==> src/rtl/instr_mem_if.sv <==
// Fetch and program-load signal bundle between the IF stage / loader and the
// loadable instruction memory.
interface instr_mem_if #(
    parameter int DATA_W = 16,
    parameter int ADDR_W = 16
);
    logic [ADDR_W-1:0] pc;
    logic              fetch_en;
    logic              stall;
    logic              flush;
    logic [DATA_W-1:0] instruction;
    logic              instr_valid;
    logic              oob;
    logic              ld_start;
    logic              ld_valid;
    logic [DATA_W-1:0] ld_data;
    logic              ld_ready;
    logic              ld_done;
    logic              busy;

    modport master (
        output pc, fetch_en, stall, flush, ld_start, ld_valid, ld_data,
        input  instruction, instr_valid, oob, ld_ready, ld_done, busy
    );

    modport slave (
        input  pc, fetch_en, stall, flush, ld_start, ld_valid, ld_data,
        output instruction, instr_valid, oob, ld_ready, ld_done, busy
    );
endinterface

==> src/rtl/instr_mem_loadable.sv <==
// Instruction memory with registered 1-cycle fetch, stall/flush hooks and a
// streaming loader that rewrites the whole image while the core is held off.
module instr_mem_loadable #(
    parameter int                DATA_W = 16,
    parameter int                ADDR_W = 16,
    parameter int                DEPTH  = 16,
    parameter logic [DATA_W-1:0] NOP    = {DATA_W{1'b0}}
) (
    input  logic      clk_i,
    input  logic      rst_i,
    instr_mem_if.slave imem_io
);
    localparam int IDX_W = (DEPTH > 1) ? $clog2(DEPTH) : 1;
    // One extra bit so DEPTH == 2**ADDR_W still compares correctly.
    localparam logic [ADDR_W:0] DEPTH_EXT = (ADDR_W + 1)'(DEPTH);
    localparam logic [IDX_W-1:0] LAST_IDX = IDX_W'(DEPTH - 1);

    typedef enum logic [0:0] {
        ST_RUN  = 1'b0,
        ST_LOAD = 1'b1
    } state_e;

    state_e            state_q, state_d;
    logic [IDX_W-1:0]  ptr_q, ptr_d;
    logic [DATA_W-1:0] instr_q, instr_d;
    logic              valid_q, valid_d;
    logic              oob_q, oob_d;
    logic              ready_q, ready_d;
    logic              done_q, done_d;
    logic              busy_q, busy_d;

    logic [DATA_W-1:0] mem_q [DEPTH];

    logic              in_range_s;
    logic [IDX_W-1:0]  idx_s;
    logic              wr_en_s;

    assign in_range_s = ({1'b0, imem_io.pc} < DEPTH_EXT);
    assign idx_s      = imem_io.pc[IDX_W-1:0];
    assign wr_en_s    = (state_q == ST_LOAD) && imem_io.ld_valid && !rst_i;

    // Program image storage; deliberately left out of reset so a reset mid-load keeps written words.
    always_ff @(posedge clk_i) begin
        if (wr_en_s) begin
            mem_q[ptr_q] <= imem_io.ld_data;
        end
    end

    // Next-state logic for the RUN/LOAD controller and the fetch output stage.
    always_comb begin
        state_d = state_q;
        ptr_d   = ptr_q;
        instr_d = instr_q;
        valid_d = valid_q;
        oob_d   = oob_q;
        ready_d = 1'b0;
        done_d  = 1'b0;
        busy_d  = 1'b0;
        case (state_q)
            ST_RUN: begin
                if (imem_io.ld_start) begin
                    state_d = ST_LOAD;
                    ptr_d   = {IDX_W{1'b0}};
                    busy_d  = 1'b1;
                    ready_d = 1'b1;
                    instr_d = NOP;
                    valid_d = 1'b0;
                    oob_d   = 1'b0;
                end else if (imem_io.flush) begin
                    instr_d = NOP;
                    valid_d = 1'b0;
                    oob_d   = 1'b0;
                end else if (imem_io.stall) begin
                    instr_d = instr_q;
                    valid_d = valid_q;
                    oob_d   = oob_q;
                end else if (imem_io.fetch_en) begin
                    if (in_range_s) begin
                        instr_d = mem_q[idx_s];
                        valid_d = 1'b1;
                        oob_d   = 1'b0;
                    end else begin
                        instr_d = NOP;
                        valid_d = 1'b1;
                        oob_d   = 1'b1;
                    end
                end else begin
                    instr_d = NOP;
                    valid_d = 1'b0;
                    oob_d   = 1'b0;
                end
            end
            ST_LOAD: begin
                busy_d  = 1'b1;
                ready_d = 1'b1;
                if (imem_io.ld_valid) begin
                    if (ptr_q == LAST_IDX) begin
                        state_d = ST_RUN;
                        ptr_d   = {IDX_W{1'b0}};
                        busy_d  = 1'b0;
                        ready_d = 1'b0;
                        done_d  = 1'b1;
                    end else begin
                        ptr_d = ptr_q + IDX_W'(1);
                    end
                end else begin
                    ptr_d = ptr_q;
                end
            end
            default: begin
                state_d = ST_RUN;
                ptr_d   = {IDX_W{1'b0}};
            end
        endcase
    end

    // Controller state and registered outputs with synchronous reset.
    always_ff @(posedge clk_i) begin
        if (rst_i) begin
            state_q <= ST_RUN;
            ptr_q   <= {IDX_W{1'b0}};
            instr_q <= NOP;
            valid_q <= 1'b0;
            oob_q   <= 1'b0;
            ready_q <= 1'b0;
            done_q  <= 1'b0;
            busy_q  <= 1'b0;
        end else begin
            state_q <= state_d;
            ptr_q   <= ptr_d;
            instr_q <= instr_d;
            valid_q <= valid_d;
            oob_q   <= oob_d;
            ready_q <= ready_d;
            done_q  <= done_d;
            busy_q  <= busy_d;
        end
    end

    assign imem_io.instruction = instr_q;
    assign imem_io.instr_valid = valid_q;
    assign imem_io.oob         = oob_q;
    assign imem_io.ld_ready    = ready_q;
    assign imem_io.ld_done     = done_q;
    assign imem_io.busy        = busy_q;
endmodule

==> src/flat_wrapper.sv <==
// flat-port wrapper written by rule: the top's interface ports become plain ports
module instr_mem_loadable_flat 
#(
    parameter int                DATA_W = 16,
    parameter int                ADDR_W = 16,
    parameter int                DEPTH  = 16,
    parameter logic [DATA_W-1:0] NOP    = {DATA_W{1'b0}}
)
  (clk_i, rst_i, imem_io_pc, imem_io_fetch_en, imem_io_stall, imem_io_flush, imem_io_ld_start, imem_io_ld_valid, imem_io_ld_data, imem_io_instruction, imem_io_instr_valid, imem_io_oob, imem_io_ld_ready, imem_io_ld_done, imem_io_busy);
  instr_mem_if #(.DATA_W(DATA_W), .ADDR_W(ADDR_W)) imem_io_i ();
  input  logic clk_i;
  input  logic rst_i;
  input wire logic [$bits(imem_io_i.pc)-1:0] imem_io_pc;
  input wire logic [$bits(imem_io_i.fetch_en)-1:0] imem_io_fetch_en;
  input wire logic [$bits(imem_io_i.stall)-1:0] imem_io_stall;
  input wire logic [$bits(imem_io_i.flush)-1:0] imem_io_flush;
  input wire logic [$bits(imem_io_i.ld_start)-1:0] imem_io_ld_start;
  input wire logic [$bits(imem_io_i.ld_valid)-1:0] imem_io_ld_valid;
  input wire logic [$bits(imem_io_i.ld_data)-1:0] imem_io_ld_data;
  output wire logic [$bits(imem_io_i.instruction)-1:0] imem_io_instruction;
  output wire logic [$bits(imem_io_i.instr_valid)-1:0] imem_io_instr_valid;
  output wire logic [$bits(imem_io_i.oob)-1:0] imem_io_oob;
  output wire logic [$bits(imem_io_i.ld_ready)-1:0] imem_io_ld_ready;
  output wire logic [$bits(imem_io_i.ld_done)-1:0] imem_io_ld_done;
  output wire logic [$bits(imem_io_i.busy)-1:0] imem_io_busy;
  assign imem_io_i.pc = imem_io_pc;
  assign imem_io_i.fetch_en = imem_io_fetch_en;
  assign imem_io_i.stall = imem_io_stall;
  assign imem_io_i.flush = imem_io_flush;
  assign imem_io_i.ld_start = imem_io_ld_start;
  assign imem_io_i.ld_valid = imem_io_ld_valid;
  assign imem_io_i.ld_data = imem_io_ld_data;
  assign imem_io_instruction = imem_io_i.instruction;
  assign imem_io_instr_valid = imem_io_i.instr_valid;
  assign imem_io_oob = imem_io_i.oob;
  assign imem_io_ld_ready = imem_io_i.ld_ready;
  assign imem_io_ld_done = imem_io_i.ld_done;
  assign imem_io_busy = imem_io_i.busy;
  instr_mem_loadable #(.DATA_W(DATA_W), .ADDR_W(ADDR_W), .DEPTH(DEPTH), .NOP(NOP)) u_core (.clk_i(clk_i), .rst_i(rst_i), .imem_io(imem_io_i));
endmodule
==> config.mk <==
export PLATFORM = sky130hd
export DESIGN_NAME = instr_mem_loadable_flat
export DESIGN_NICKNAME = d
export VERILOG_FILES = /design/src/rtl/instr_mem_if.sv /design/src/rtl/instr_mem_loadable.sv /design/src/flat_wrapper.sv
export SDC_FILE = /design/constraint.sdc
export NUM_CORES = 1
export LEC_CHECK = 0
export BUFFER_PORTS_ARGS = -buffer_cell sky130_fd_sc_hd__buf_2
export CORE_AREA = 2 2 176 109
export CTS_BUF_LIST = sky130_fd_sc_hd__clkbuf_16
export DETAILED_ROUTE_END_ITERATION = 8
export DIE_AREA = 0 0 178 111
export PLACE_DENSITY_LB_ADDON = 0.1
export SLEW_MARGIN = 20
export SYNTH_ARGS = -nofsm -noshare
export SYNTH_HDL_FRONTEND = slang
export SYNTH_SLANG_ARGS = --single-unit
==> constraint.sdc <==
create_clock -name clk_i -period 3 [get_ports clk_i]
set_input_delay 0.6 -clock clk_i [delete_from_list [all_inputs] [get_ports clk_i]]
set_output_delay 0.6 -clock clk_i [all_outputs]
set_load 0.005 [all_outputs]
Word-level counts from Yosys, hierarchy flattened
Memory sizes are Yosys's and may differ from the RTL's.
Index checks and enable logic that the tools add are counted.
Widths: inputs -> output; s select.
Cells by class
  add/subtract/negate cells: 1
  order comparisons: 1
  equal/unequal tests: 4
  muxes and demuxes: 25
  bitwise logic cells: 2
  reduce and logical (&&, ||, !) cells: 6
Operators by type and width (number)
  $mux 16: 5
  $lt 16x5->1 const B: 1
  $mux 1: 15
  $mux 4: 3
  $pmux 4 s2: 1
  $add 4x1->4 const B: 1
  $eq 4x4->1 const B: 1
  $ne 2x2->1 const B: 2
  $reduce_and 2->1: 2
  $ne 3x1->1 const B: 1
  $reduce_or 3->1: 1
  $logic_and 1x1->1: 2
  $not 1->1: 2
  $pmux 1 s2: 1
  $logic_not 1->1: 1
Word-level totals
  bits in registers: 24
  RAM bits: 256
  input port bits: 39
  output and inout bits: 21
  memories kept: 1
Memories
  u_core.mem_q: words 16, width 16, read ports 1, clocked after Yosys merged registers in 0, wr ports 1, RTL line instr_mem_loadable.sv:32  | logic [DATA_W-1:0] mem_q [DEPTH];

Depth between registers and ports, before layout
  depth after elaboration: 6
  depth in mapped cells: 7
  gate-level depth less buffers: 5

Least setup slack after synthesis
No wires, ideal clock.
  path kind: input-to-reg
  start: input rst_i
  end: memory u_core.mem_q[0][0] (enable)
  library setup time: 0.409 ns
  data arrival time: 2.313 ns
  path slack: 0.278 ns
  stages: 4
  cells stage by stage: clkbuf_1 > nor2_1 > nand2_1 > nor3_1
On the way
  word-level cells in the longest chain between the ends: 4
Ends and longest elaborated chain
  start: declaration: RTL line flat_wrapper.sv:12  | input logic rst_i;
  $logic_not 1->1: RTL line instr_mem_loadable.sv:40  | assign wr_en_s = (state_q == ST_LOAD) && imem_io.ld_valid && !rst_i;
  $logic_and 1x1->1: RTL line instr_mem_loadable.sv:40
  $mux 1: RTL line instr_mem_loadable.sv:44  | if (wr_en_s) begin
  $mux 1 (implied by the code): RTL line instr_mem_loadable.sv:45  | mem_q[ptr_q] <= imem_io.ld_data;
  end: declaration: RTL line instr_mem_loadable.sv:32
Every way passes these cells.

Worst setup path in the final report
  start: register u_core.state_q
  end: memory u_core.mem_q[13][3] (enable)
On the way
  word-level cells in the longest chain between the ends: 4
Ends and longest elaborated chain
  start: declaration: RTL line instr_mem_loadable.sv:23  | state_e state_q, state_d;
  start signal: assignment: RTL line instr_mem_loadable.sv:129  | state_q <= state_d;
  $logic_and 1x1->1 (2 in a row): RTL line instr_mem_loadable.sv:40
  $mux 1: RTL line instr_mem_loadable.sv:44
  $mux 1 (implied by the code): RTL line instr_mem_loadable.sv:45
Every way passes these cells.

==> flow_summary.ini <==
[floorplan]
die_x_um = 178
ioPinCount = 60
coreArea_sq_um = 18400
rows = 39
fp.dieH_um = 111
dieArea_sq_um = 19760
initial_core_util_pct = 58.48

[grt]
grt_pass1_wl_um = 34140
antenna_found_initial = 0
grt_overflow_total = 0
grt_usage_pct = 24.06
grt_max_degree = 65
grt_pass1_vias = 5458

[drt]
dr.pass1.iters = 5
drt_iter0_drc = 631
ant_nets = 0
vias_per_cell = 6.137
drc = 0
wire_per_inst_um = 26.13
vias = 5315
totalWireLength_um = 22630

[layout]
multi_input_area_sq_um = 2455
fin_nets = 644
synthToLayoutAreaGrowth_pct = 14.27
nFillCells = 1191
seq_area_sq_um = 8168
diodes = 0
drive_gt1_share_pct = 32.42

[worst_setup_path]
r2r-end = u_core.mem_q[13][3]
critical_path_required_ns = 3.21
reg2reg_from = u_core.state_q
r2r_cells = 5
reg2reg_slack_ns = 0.84
start_kind = flip-flop
worst_setup_path_end_kind = flip-flop
path_class = reg -> reg
critPathMaxFanout = 11
cp.arrival_ns = 2.36

[clock_network]
postCtsSetupBuffers = 0
cts_root_buf = clkbuf_16
holdBufCountCts = 0
htree_levels = 1
post_cts_resize_count = 0
cts_tree = yes
numClockSinks = 280
clk_latency_ns = 0.53
clockBufferDepth = 3
cts_buffers = 25
path_clk_slew_ns = 0.06

[yosys]
synth_area_sq_um = 10760
netlist-cell-type-count = 32
synthMuxAreaShare_pct = 15.10
yosys.area.top_type = edfxtp_1
ys_ff_latch = 280
yosysWarnings = 0
synth_area_leaders = edfxtp_1 71%, mux4_2 14%, dfxtp_1 4.5%
syn-num-nets = 560
synth_top_family_by_area = multiplexers
syn_area_per_cell_sq_um = 20.81
yosys.area_share.simple_pct = 3.373
synth_fa_ha_area_share_pct = 0.4652
synth_compound_area_share_pct = 3.443
synth_top_area_share_pct = 71.46
synth_seq_area_share_pct = 75.92
synth_xor_area_share_pct = 0
synth_cells = 517

[sta]
setup-violations-final = 0
hold_violations = 0
timing.hold.ws_ns = 0.3899
fin_crit_sh_pct = 71.84
period_minus_slack_ns = 2.155
tns_ns = 0
tightest_slew_ns = 0.7606
slew_headroom_pct = 49.29
drv_slew = 0
finalClockSkew_ns = 0.02410
timing.fmax_mhz = 464.0
rsz0062_at_grt = false

[hold_path]
min_path_type = in -> reg
holdPathEnd = u_core.state_q
worstHoldPathCells = 2
hp-start = imem_io_ld_valid

[power]
pwr-share-clk_pct = 39.7
combPwrFrac_pct = 4.2
p_int_mw = 6.087
power.switching_mw = 1.526
seq_power_share_pct = 56.0
power.density_nw_per_um2 = 619.3
ir_worst_vdd_uv = 392.5
p_leak_nw = 4.135
sw_frac_of_total_pct = 20.04

[placement]
hpwl_um = 13030
gp_routability_congestion = 0.7298
portBuffers = 59

[job]
cap_viol_max_count = 0

[status]
outcome = complete, no violations
[layout make-up]
class	count	area share, %
clock buffer	25	5.089
clock inverter	21	1.160
inverter	3	0.09160
multi-input combinational	204	19.97
sequential	280	66.44
tap	246	2.504
timing repair buffer	87	4.743
[worst max-delay path, cell delays in order, from the launching register on]
cell	delay, ns
dfxtp_1	0.54
nand2_1	0.15
nor2_1	0.28
nand2_1	0.22
nor2_2	0.35
buf_4	0.31
[worst max path at each step]
stage	start	end	slack [ns]
global placement	imem_io_pc[1]	u_core.imem_io.instruction[3]	0.70
finish	u_core.state_q	u_core.mem_q[13][3]	0.84
detailed placement	imem_io_pc[1]	u_core.imem_io.instruction[13]	0.68
global route	u_core.state_q	u_core.mem_q[9][1]	0.64
floorplan	rst_i	u_core.mem_q[0][0]	0.28
CTS	u_core.state_q	u_core.mem_q[8][14]	0.86
[power by group through the flow]
stage	combinational, mW	clock [mW]	sequential, mW
global placement	0.314	0	4.35
finish	0.323	3.02	4.27
floorplan	0.203	0	4.35
global route	0.354	3.22	4.26
detailed placement	0.326	0	4.35
CTS	0.327	3.07	4.27
[metrics by stage]
| step | total power, mW | cells | instance area, sq um | utilization, % | setup slack, ns |
|---|---|---|---|---|---|
| 6_report | 7.613 | 866 | 12290 | 66.82 | 0.8449 |
| 4_1_cts | 7.666 | 866 | 12290 | 66.82 | 0.8587 |
| 5_1_grt | 7.837 | 866 | 12290 | 66.82 | 0.6353 |
| 2_1_floorplan | 4.553 | 517 | 10760 | - | 0.2777 |
| 3_3_place_gp | 4.663 | 820 | 11520 | 62.65 | 0.6996 |
| 3_5_place_dp | 4.677 | 820 | 11520 | 62.65 | 0.6758 |
[cells in the final DEF (no fill, tap or decap), drive strengths merged]
cell type / n
a21oi: 4
mux4: 65
ha: 4
a21o: 2
nor3: 7
clkinv: 10
nor4: 4
nand2: 26
dfxtp: 24
nor2: 17
mux2i: 16
a311oi: 1
buf: 87
a211oi: 1
edfxtp: 256
and2: 2
and3: 1
nor2b: 16
inv: 12
a32oi: 2
nand3: 1
nand2b: 1
or3: 1
clkbuf: 25
bufinv: 2
a22o: 1
a31oi: 1
o21ai: 1
a211o: 15
a32o: 15
[synth_stat cells]
library cell	number
buf_2	8
a211o_1	15
and3_1	1
buf_4	1
a22o_1	1
nor4_1	4
mux4_2	65
nand2_1	26
a31oi_1	1
inv_1	3
buf_6	6
nand3_1	1
a21oi_1	4
edfxtp_1	256
or3_1	1
dfxtp_1	24
buf_1	1
o21ai_0	1
a32oi_1	2
mux2i_1	16
a21o_1	2
nor3_2	1
a32o_1	15
nand2b_1	1
nor3_1	6
a211oi_1	1
and2_1	2
a311oi_1	1
clkbuf_1	14
nor2b_1	16
nor2_1	17
ha_1	4
[routing by layer]
layer / up-vias / routed length (um) / global-route usage [%]
li1: 2308 / - / -
met1: 2814 / 10010 / 36.67
met5: - / 0 / 0
met3: 27 / 1530 / 4.492
met4: 0 / 297 / 4.153
met2: 166 / 10800 / 37.60
[cell families after synthesis]
family                     after synthesis
buffers and inverters                   33
DFF                                    280
adders and majority gates                4
AOI/OAI and AO/OA                       43
muxes                                   81
and+or+nand+nor                         76
[state kept, by name (all words and copies together), names as in the netlist]
register and flops:
u_core.mem_q 256, u_core.imem_io.oob 1, u_core.imem_io.instr_valid 1, u_core.imem_io.ld_done 1, u_core.ptr_q 4, u_core.state_q 1
u_core.imem_io.instruction 16
No activity file was read; power rests on OpenSTA's default activity.
